### config.mk
export PLATFORM = sky130hd
export DESIGN_NAME = mp64_sram_copy
export DESIGN_NICKNAME = d
export VERILOG_FILES = /design/src/rtl/mp64_sram_copy.sv
export SDC_FILE = /design/constraint.sdc
export NUM_CORES = 1
export LEC_CHECK = 0
export CORE_AREA = 2 2 453 455
export CTS_BUF_LIST = sky130_fd_sc_hd__clkbuf_4
export DETAILED_ROUTE_END_ITERATION = 10
export DIE_AREA = 0 0 455 457
export GPL_ROUTABILITY_DRIVEN = 0
export HOLD_SLACK_MARGIN = 0.03
export PLACE_DENSITY_LB_ADDON = 0.2
export SLEW_MARGIN = 30
export SYNTH_ARGS = -nofsm -noshare
export SYNTH_HDL_FRONTEND = slang
export SYNTH_SLANG_ARGS = --single-unit
export TNS_END_PERCENT = 30
### constraint.sdc
create_clock -name clk -period 12.89 [get_ports clk]
set_input_delay 2.578 -clock clk [delete_from_list [all_inputs] [get_ports clk]]
set_output_delay 2.578 -clock clk [all_outputs]
set_load 0.01 [all_outputs]
### src/rtl/mp64_sram_copy.sv
// rtl/mp64_sram_copy.sv - row copy engine on a wide single-port SRAM (RD/WR ping-pong, 2 cycles per row)
// Optional row fill mode under macro MP64_SRAM_COPY_FILL_EN.
module mp64_sram_copy #(
    parameter int ADDR_W = 14,
    parameter int DATA_W = 512,
    parameter int LEN_W  = 15
) (
    input  logic              clk,
    input  logic              rst_n,
    input  logic              cmd_valid,
    output logic              cmd_ready,
    input  logic [ADDR_W-1:0] cmd_src,
    input  logic [ADDR_W-1:0] cmd_dst,
    input  logic [LEN_W-1:0]  cmd_len,
    input  logic              cmd_fill,
    input  logic [63:0]       cmd_pattern,
    input  logic              abort,
    output logic              busy,
    output logic              done,
    output logic              m_ce,
    output logic              m_we,
    output logic [ADDR_W-1:0] m_addr,
    output logic [DATA_W-1:0] m_wdata,
    input  logic [DATA_W-1:0] m_rdata
);

    typedef enum logic [1:0] {ST_IDLE, ST_RD, ST_WR, ST_FIN} state_t;

    state_t            state_q, state_d;
    logic [LEN_W-1:0]  k_q, k_d, len_q, len_d, k_inc;
    logic [ADDR_W-1:0] src_q, src_d, dst_q, dst_d;
    logic [ADDR_W-1:0] m_addr_q, m_addr_d;
    logic              m_ce_q, m_ce_d, m_we_q, m_we_d;
    logic              busy_q, busy_d, done_q, done_d;
    logic              row_next_rd;
`ifdef MP64_SRAM_COPY_FILL_EN
    logic              fill_q, fill_d;
    logic [63:0]       pattern_q, pattern_d;
`else
    logic              unused_fill;
`endif

    always_comb begin
        state_d = state_q;
        k_d     = k_q;
        len_d   = len_q;
        src_d   = src_q;
        dst_d   = dst_q;
        k_inc   = k_q + LEN_W'(1);
`ifdef MP64_SRAM_COPY_FILL_EN
        fill_d      = fill_q;
        pattern_d   = pattern_q;
        row_next_rd = !fill_q;
`else
        row_next_rd = 1'b1;
`endif
        case (state_q)
            ST_IDLE: begin
                if (cmd_valid) begin
                    src_d = cmd_src;
                    dst_d = cmd_dst;
                    len_d = cmd_len;
                    k_d   = '0;
`ifdef MP64_SRAM_COPY_FILL_EN
                    fill_d    = cmd_fill;
                    pattern_d = cmd_pattern;
                    if (cmd_len == '0)   state_d = ST_FIN;
                    else if (cmd_fill)   state_d = ST_WR;
                    else                 state_d = ST_RD;
`else
                    state_d = (cmd_len == '0) ? ST_FIN : ST_RD;
`endif
                end
            end
            ST_RD: state_d = abort ? ST_IDLE : ST_WR;
            ST_WR: begin
                k_d = k_inc;
                if (abort)              state_d = ST_IDLE;
                else if (k_inc < len_q) state_d = row_next_rd ? ST_RD : ST_WR;
                else                    state_d = ST_FIN;
            end
            default: state_d = ST_IDLE;
        endcase

        // Outputs are registered: decode them from the state being entered.
        m_ce_d   = (state_d == ST_RD) || (state_d == ST_WR);
        m_we_d   = (state_d == ST_WR);
        m_addr_d = (state_d == ST_RD) ? src_d + ADDR_W'(k_d) : dst_d + ADDR_W'(k_d);
        busy_d   = (state_d != ST_IDLE);
        done_d   = (state_d == ST_FIN);
    end

    always_ff @(posedge clk or negedge rst_n) begin
        if (!rst_n) begin
            state_q   <= ST_IDLE;
            k_q       <= '0;
            len_q     <= '0;
            src_q     <= '0;
            dst_q     <= '0;
            m_addr_q  <= '0;
            m_ce_q    <= 1'b0;
            m_we_q    <= 1'b0;
            busy_q    <= 1'b0;
            done_q    <= 1'b0;
`ifdef MP64_SRAM_COPY_FILL_EN
            fill_q    <= 1'b0;
            pattern_q <= '0;
`endif
        end else begin
            state_q   <= state_d;
            k_q       <= k_d;
            len_q     <= len_d;
            src_q     <= src_d;
            dst_q     <= dst_d;
            m_addr_q  <= m_addr_d;
            m_ce_q    <= m_ce_d;
            m_we_q    <= m_we_d;
            busy_q    <= busy_d;
            done_q    <= done_d;
`ifdef MP64_SRAM_COPY_FILL_EN
            fill_q    <= fill_d;
            pattern_q <= pattern_d;
`endif
        end
    end

    // Gated by rst_n so the port reads 0 throughout reset and 1 as soon as it lifts.
    assign cmd_ready = rst_n && (state_q == ST_IDLE);
    assign busy      = busy_q;
    assign done      = done_q;
    assign m_ce      = m_ce_q;
    assign m_we      = m_we_q;
    assign m_addr    = m_addr_q;

`ifdef MP64_SRAM_COPY_FILL_EN
    assign m_wdata = fill_q ? {(DATA_W/64){pattern_q}} : m_rdata;
`else
    assign m_wdata     = m_rdata;
    assign unused_fill = ^{cmd_fill, cmd_pattern};
`endif

endmodule

==> results.py, run 1 <==
metrics = {
    "outcome": {
        "outcome": "completed",
    },
    "power": {
        "p_int_mw": 0.5024,
        "swShare_pct": 38.83,
        "p_sw_mw": 0.3189,
        "peakVddDrop_mv": 0.03516,
        "p_comb_share_pct": 32.8,
        "powerDensity_mw_per_mm2": 96.23,
        "power_mw": 0.8213,
        "seqPwrFrac_pct": 42.3,
        "p_leak_nw": 2.335,
        "clkPwrFrac_pct": 24.9,
    },
    "timing": {
        "fmax_ghz": 0.1492,
        "hold_viol_final": 0,
        "report.final.slew_viol_count": 0,
        "slew_headroom_pct": 46.32,
        "tns_ns": 0,
        "fin_skew_ns": 0.04283,
        "fin_crit_ns": 6.702,
        "setup_viol": 0,
        "whs_ns": 0.5115,
        "rsz0062_at_grt": "no",
        "worst_pin_slew_ns": 0.7968,
        "period_share_pct": 51.99,
    },
    "setup_path": {
        "startpoint_type": "input pin",
        "worst-setup-path-type": "in2out",
        "cp_cell_sequence": "buf_4 > nor3b_1 > clkdlybuf4s50_1",
        "path_delay_family": "buffers and inverters",
        "critPathMaxFanout": 35,
        "cp-end-kind": "output pin",
        "path_buf_inv": 2,
        "critPathMaxStageDelay_ns": 0.70,
        "required_ns": 10.31,
        "cpMaxStageDelayCell": "clkdlybuf4s50_1",
        "worst_ep_arrival_time_ns": 4.12,
    },
    "clocking": {
        "clockRootBuffer": "clkbuf_4",
        "post_cts_resized": 0,
        "htreeDepth": 3,
        "clkSinkCount": 78,
        "cts.path.max_buffers": 2,
        "post-cts-setup-buffer-count": 0,
        "numCtsBuffers": 9,
        "clkSlewWorstSetupHoldPaths_ns": 0.14,
        "cts_tree": "yes",
        "insertion_delay_ns": 0.60,
        "cts_hold_buf": 0,
    },
    "global_routing": {
        "grt_pass1_wl_um": 102500,
        "grt_most_used_layer": "met2",
        "gr-usage-met2_pct": 13.54,
        "grt_overflow_total": 0,
        "antenna_found_initial": 2,
        "use_met1_pct": 3.653,
        "grt_start_max_net_pins": 46,
        "grt_pass1_vias": 4674,
        "track_usage_pct": 8.494,
        "grt_use_met3_pct": 12.62,
    },
    "cells_and_area": {
        "nets": 1141,
        "syn2layout_area_growth_pct": 3.963,
        "drive_gt1_share_pct": 14.52,
    },
    "route": {
        "postRouteAntennaNets": 0,
        "vias_per_cell": 1.391,
        "vias": 4426,
        "drt_iter0_markers": 232,
        "wl_per_cell_um": 28.70,
        "drc": 0,
        "firstDrtPassIters": 4,
        "routed_wirelength_um": 91300,
    },
    "die": {
        "rows": 166,
        "coreArea_mm2": 0.2033,
        "start_util_pct": 4.037,
        "ios": 1155,
        "dieArea_mm2": 0.2079,
        "die-height_um": 457,
        "fp.dieW_um": 455,
    },
    "yosys": {
        "yosysTopAreaCell": "buf_4",
        "yosys_warnings": 0,
        "avgSynthCellArea_um2": 8.818,
        "synth_area_leaders": "buf_4 47%, dfrtp_1 24%, mux2_2 5.8%",
        "synth_ff_type": "dfrtp_1",
        "syn-num-nets": 1588,
        "synth_most_common_cell": "buf_4",
        "ys_ff_latch": 78,
        "synthTopCellsByCount": "512 x buf_4, 78 x dfrtp_1, 42 x mux2_2",
        "synthCells": 931,
        "syn_area_mm2": 0.008209,
        "ys_seq_area_share_pct": 23.78,
        "synth_edf_count": 0,
        "synth.distinct_cells": 52,
        "netlist.area_leader.share_pct": 46.82,
        "async_flop_share_pct": 100.0,
    },
    "place": {
        "dp_hpwl_um": 83870,
        "io_buffers": 65,
    },
    "min_path": {
        "hp-class": "reg2reg",
    },
    "job": {
        "drv_cap": 0,
    },
}
metrics by stage:
stage                     cells  area (um^2)  setup slack [ns]  utilization, %
after global routing       3180         8532             5.776           4.196
after detailed placement   3161         8353             5.429           4.108
final                      3181         8534             6.188           4.197
after floorplan             931         8209             6.648               -
after CTS                  3177         8524             6.142           4.192
after global placement     3161         8353             5.403           4.108
cells in the final DEF (no fill, tap or decap), types with 7 or more instances in the layout:
cell type         n
ha_1             32
o21ai_0          37
xor2_1            7
clkdlybuf4s50_1  64
dfrtp_1          78
mux2_2           42
clkbuf_4          9
a21oi_1          19
nor3_1            7
nand4_1           7
inv_1            27
xnor2_1          16
nand2_1          32
buf_4             7
nand3_1           8
nor2_1           17
registers in the layout, indices dropped and copies added (netlist names):
signal and count:
k_q 15, len_q 15, dst_q 14, m_addr 14, src_q 14, state_q 2
busy 1, done 1, m_ce 1, m_we 1
metal layers:
| layer | share of wire (%) | up-vias |
|---|---|---|
| met1 | 15 | 1840 |
| li1 | - | 1634 |
| met5 | 0.24 | - |
| met3 | 32 | 200 |
| met4 | 7.1 | 6 |
| met2 | 46 | 746 |
worst paths after layout:
path,from,endpoint,slack (ns),cells past startpoint
min,src_q[7],src_q[7],0.51,1
max reg2reg,k_q[0],m_addr[12],6.43,21
max,rst_n,cmd_ready,6.19,3
min in group asynchronous,rst_n,dst_q[9],1.95,1
max in group asynchronous,rst_n,len_q[11],9.78,2
min reg2reg,src_q[7],src_q[7],0.51,1
cells by family (layout without fill, tap and decap cells):
family	Yosys count	count (layout)	synth area share, %
other	0	4	0
xor gates and xnor gates	23	23	2.454
and+or+nand+nor	101	101	6.371
DFF	78	78	23.78
buffers and inverters	556	114	48.89
muxes	43	43	6.036
AOI/OAI and AO/OA	97	97	7.347
adders and majority gates	33	33	5.121
area by class of cell:
cell class	count	area [um^2]
fill	24040	194800
tap	2688	3363
multi-input combinational	297	2243
sequential	78	1952
timing repair buffer	71	693.2
clock inverter	7	103.9
inverter	27	101.3
clock buffer	9	67.56
antenna	4	10.01
power groups by stage:
stage | Combinational, mW | Sequential (mW) | Clock [mW]
2_1_floorplan | 0.294 | 0.327 | 0
3_3_place_gp | 0.287 | 0.363 | 0
3_5_place_dp | 0.283 | 0.362 | 0
4_1_cts | 0.286 | 0.358 | 0.226
5_1_grt | 0.302 | 0.356 | 0.231
6_report | 0.270 | 0.347 | 0.204
Note: power is estimated with default switching activity, not from simulation.
==> inputs of run 2 (changes only) <==
- CORE_AREA: 2 2 453 455 -> 2 2 443 445
- DIE_AREA: 0 0 455 457 -> 0 0 445 447
- clock period: 12.89 -> 6.3 ns (I/O delays scaled with it)
==> run 2 against run 1 <==
Flip-flop and latch count is the same. Sequential share of layout area down 0.077 points. Via count is 5.5% higher. Die area down 4.3%. Global-route usage down 0.25 points. Critical endpoint is now m_addr[11]. Highest routed layer unchanged. Clock skew is 0.0049 ns lower. Largest cell class unchanged. Count of clock-buffer cells in the layout is 2 higher. Sequential power grew 96%. Wire length shrank 6.3%.
==> results.py, run 2 (synthesis gave the netlist of run 1 again) <==
metrics = {
    "setup_path": {
        "reg2regPathDepth": 24,
        "required_ns": 6.72,
        "reg2reg_to": "m_addr[11]",
        "timing.rr.start": "k_q[0]",
        "ff2ff_setup_slack_ns": 0.54,
        "cp-end-kind": "register",
        "startpoint_type": "register",
        "critPathMaxFanout": 6,
        "worst-setup-path-type": "reg2reg",
        "worst_ep_arrival_time_ns": 6.17,
    },
    "clocking": {
        "cts_hold_buf": 0,
        "post-cts-setup-buffer-count": 0,
        "clkSinkCount": 78,
        "cts_tree": "yes",
        "numCtsBuffers": 9,
        "clkSlewWorstSetupHoldPaths_ns": 0.15,
        "insertion_delay_ns": 0.56,
        "htreeDepth": 3,
        "clockRootBuffer": "clkbuf_4",
        "post_cts_resized": 0,
        "cts.path.max_buffers": 2,
    },
    "route": {
        "drc": 0,
        "wl_per_cell_um": 27.93,
        "vias_per_cell": 1.525,
        "drt_iter0_markers": 247,
        "routed_wirelength_um": 85560,
        "postRouteAntennaNets": 0,
        "vias": 4670,
        "firstDrtPassIters": 4,
    },
    "global_routing": {
        "grt_pass1_wl_um": 96120,
        "grt_pass1_vias": 4904,
        "track_usage_pct": 8.246,
        "grt_overflow_total": 0,
        "grt_start_max_net_pins": 56,
        "antenna_found_initial": 5,
    },
    "cells_and_area": {
        "nets": 1172,
        "top_regs": "k_q (15), len_q (15)",
        "final_util_pct": 4.410,
        "stdcell_count": 3063,
        "drive_gt1_share_pct": 19.81,
        "final_common_cell": "dfrtp_1",
        "num-fill-cells": 22980,
        "syn2layout_area_growth_pct": 4.313,
        "layout_common_cells": "78 x dfrtp_1, 64 x clkdlybuf4s50_1, 42 x mux2_2",
    },
    "power": {
        "p_int_mw": 1.024,
        "p_comb_share_pct": 35.9,
        "clkPwrFrac_pct": 22.4,
        "powerDensity_mw_per_mm2": 190.4,
        "peakVddDrop_mv": 0.06850,
        "swShare_pct": 37.22,
        "p_leak_nw": 2.482,
        "seqPwrFrac_pct": 41.7,
        "p_sw_mw": 0.6070,
    },
    "die": {
        "dieArea_mm2": 0.1989,
        "rows": 162,
        "ios": 1155,
        "die-height_um": 447,
        "fp.dieW_um": 445,
        "start_util_pct": 4.228,
        "coreArea_mm2": 0.1942,
    },
    "timing": {
        "report.final.slew_viol_count": 0,
        "whs_ns": 0.5119,
        "fin_crit_ns": 5.756,
        "worst_pin_slew_ns": 0.8452,
        "fin_skew_ns": 0.03794,
        "period_share_pct": 91.36,
        "setup_viol": 0,
        "fmax_ghz": 0.1737,
        "tns_ns": 0,
        "rsz0062_at_grt": "no",
        "hold_viol_final": 0,
        "slew_headroom_pct": 43.65,
    },
    "min_path": {
        "hp-start": "k_q[14]",
        "hp-class": "reg2reg",
        "whs_path_depth": 1,
        "min_to": "k_q[14]",
    },
    "place": {
        "dp_cells": 3046,
        "io_buffers": 65,
        "dp_hpwl_um": 78100,
    },
    "job": {
        "drv_cap": 0,
    },
    "outcome": {
        "outcome": "completed",
    },
}
run 2: final cells by class:
class | count | area (um^2) | share of cell area, %
multi-input combinational | 297 | 2247 | 26.24
clock inverter | 5 | 58.81 | 0.6867
tap | 2542 | 3181 | 37.14
clock buffer | 11 | 82.58 | 0.9643
inverter | 27 | 101.3 | 1.184
sequential | 78 | 1952 | 22.79
antenna | 1 | 2.502 | 0.02922
timing repair buffer | 102 | 938.4 | 10.96
run 2: power by group through the flow:
stage	Clock [mW]	Sequential [mW]	Combinational, mW
after floorplan	0	0.669	0.601
after global placement	0	0.702	0.611
after detailed placement	0	0.699	0.608
after CTS	0.407	0.692	0.613
after global routing	0.414	0.695	0.646
final	0.365	0.681	0.585
run 2: worst max path at each step:
stage,startpoint,to,slack (ns)
finish,k_q[0],m_addr[11],0.54
global route,k_q[0],m_addr[11],0.04
CTS,k_q[0],m_addr[11],0.37
detailed placement,k_q[0],m_addr[12],0.43
global placement,k_q[0],m_addr[11],0.45
floorplan,k_q[0],m_addr[12],0.96
run 2: metal layers:
layer,track usage (%),vias to the layer above,routed length (um)
met2,14.31,846,42700
met4,3.610,14,3867
met3,12.41,158,26900
met1,3.162,1959,11780
li1,-,1693,-
met5,1.197,-,323
run 2: critical path, cell delays in order, from the launching register on:
cell       delay (ns)
dfrtp_1          0.46
ha_1             0.20
nand2_1          0.08
nor3_1           0.20
buf_4            0.17
and2_1           0.17
nand3_1          0.13
xnor2_1          0.16
ha_1             0.30
nand4_1          0.19
o311ai_0         0.16
a2111oi_0        0.42
buf_4            0.19
a21o_1           0.17
ha_1             0.20
buf_4            0.17
buf_12           0.13
mux2_2           0.36
ha_1             0.30
o21ai_0          0.12
o21ai_0          0.36
buf_4            0.20
o2111ai_1        0.17
nand4_1          0.13
or3b_2           0.47
run 2: per-stage QoR:
step	setup WS, ns	cell area [um^2]	total power, mW
CTS	0.3711	8561	1.712
floorplan	0.9560	8209	1.270
global placement	0.4497	8416	1.313
detailed placement	0.4346	8419	1.308
global route	0.03752	8563	1.755
finish	0.5441	8563	1.631
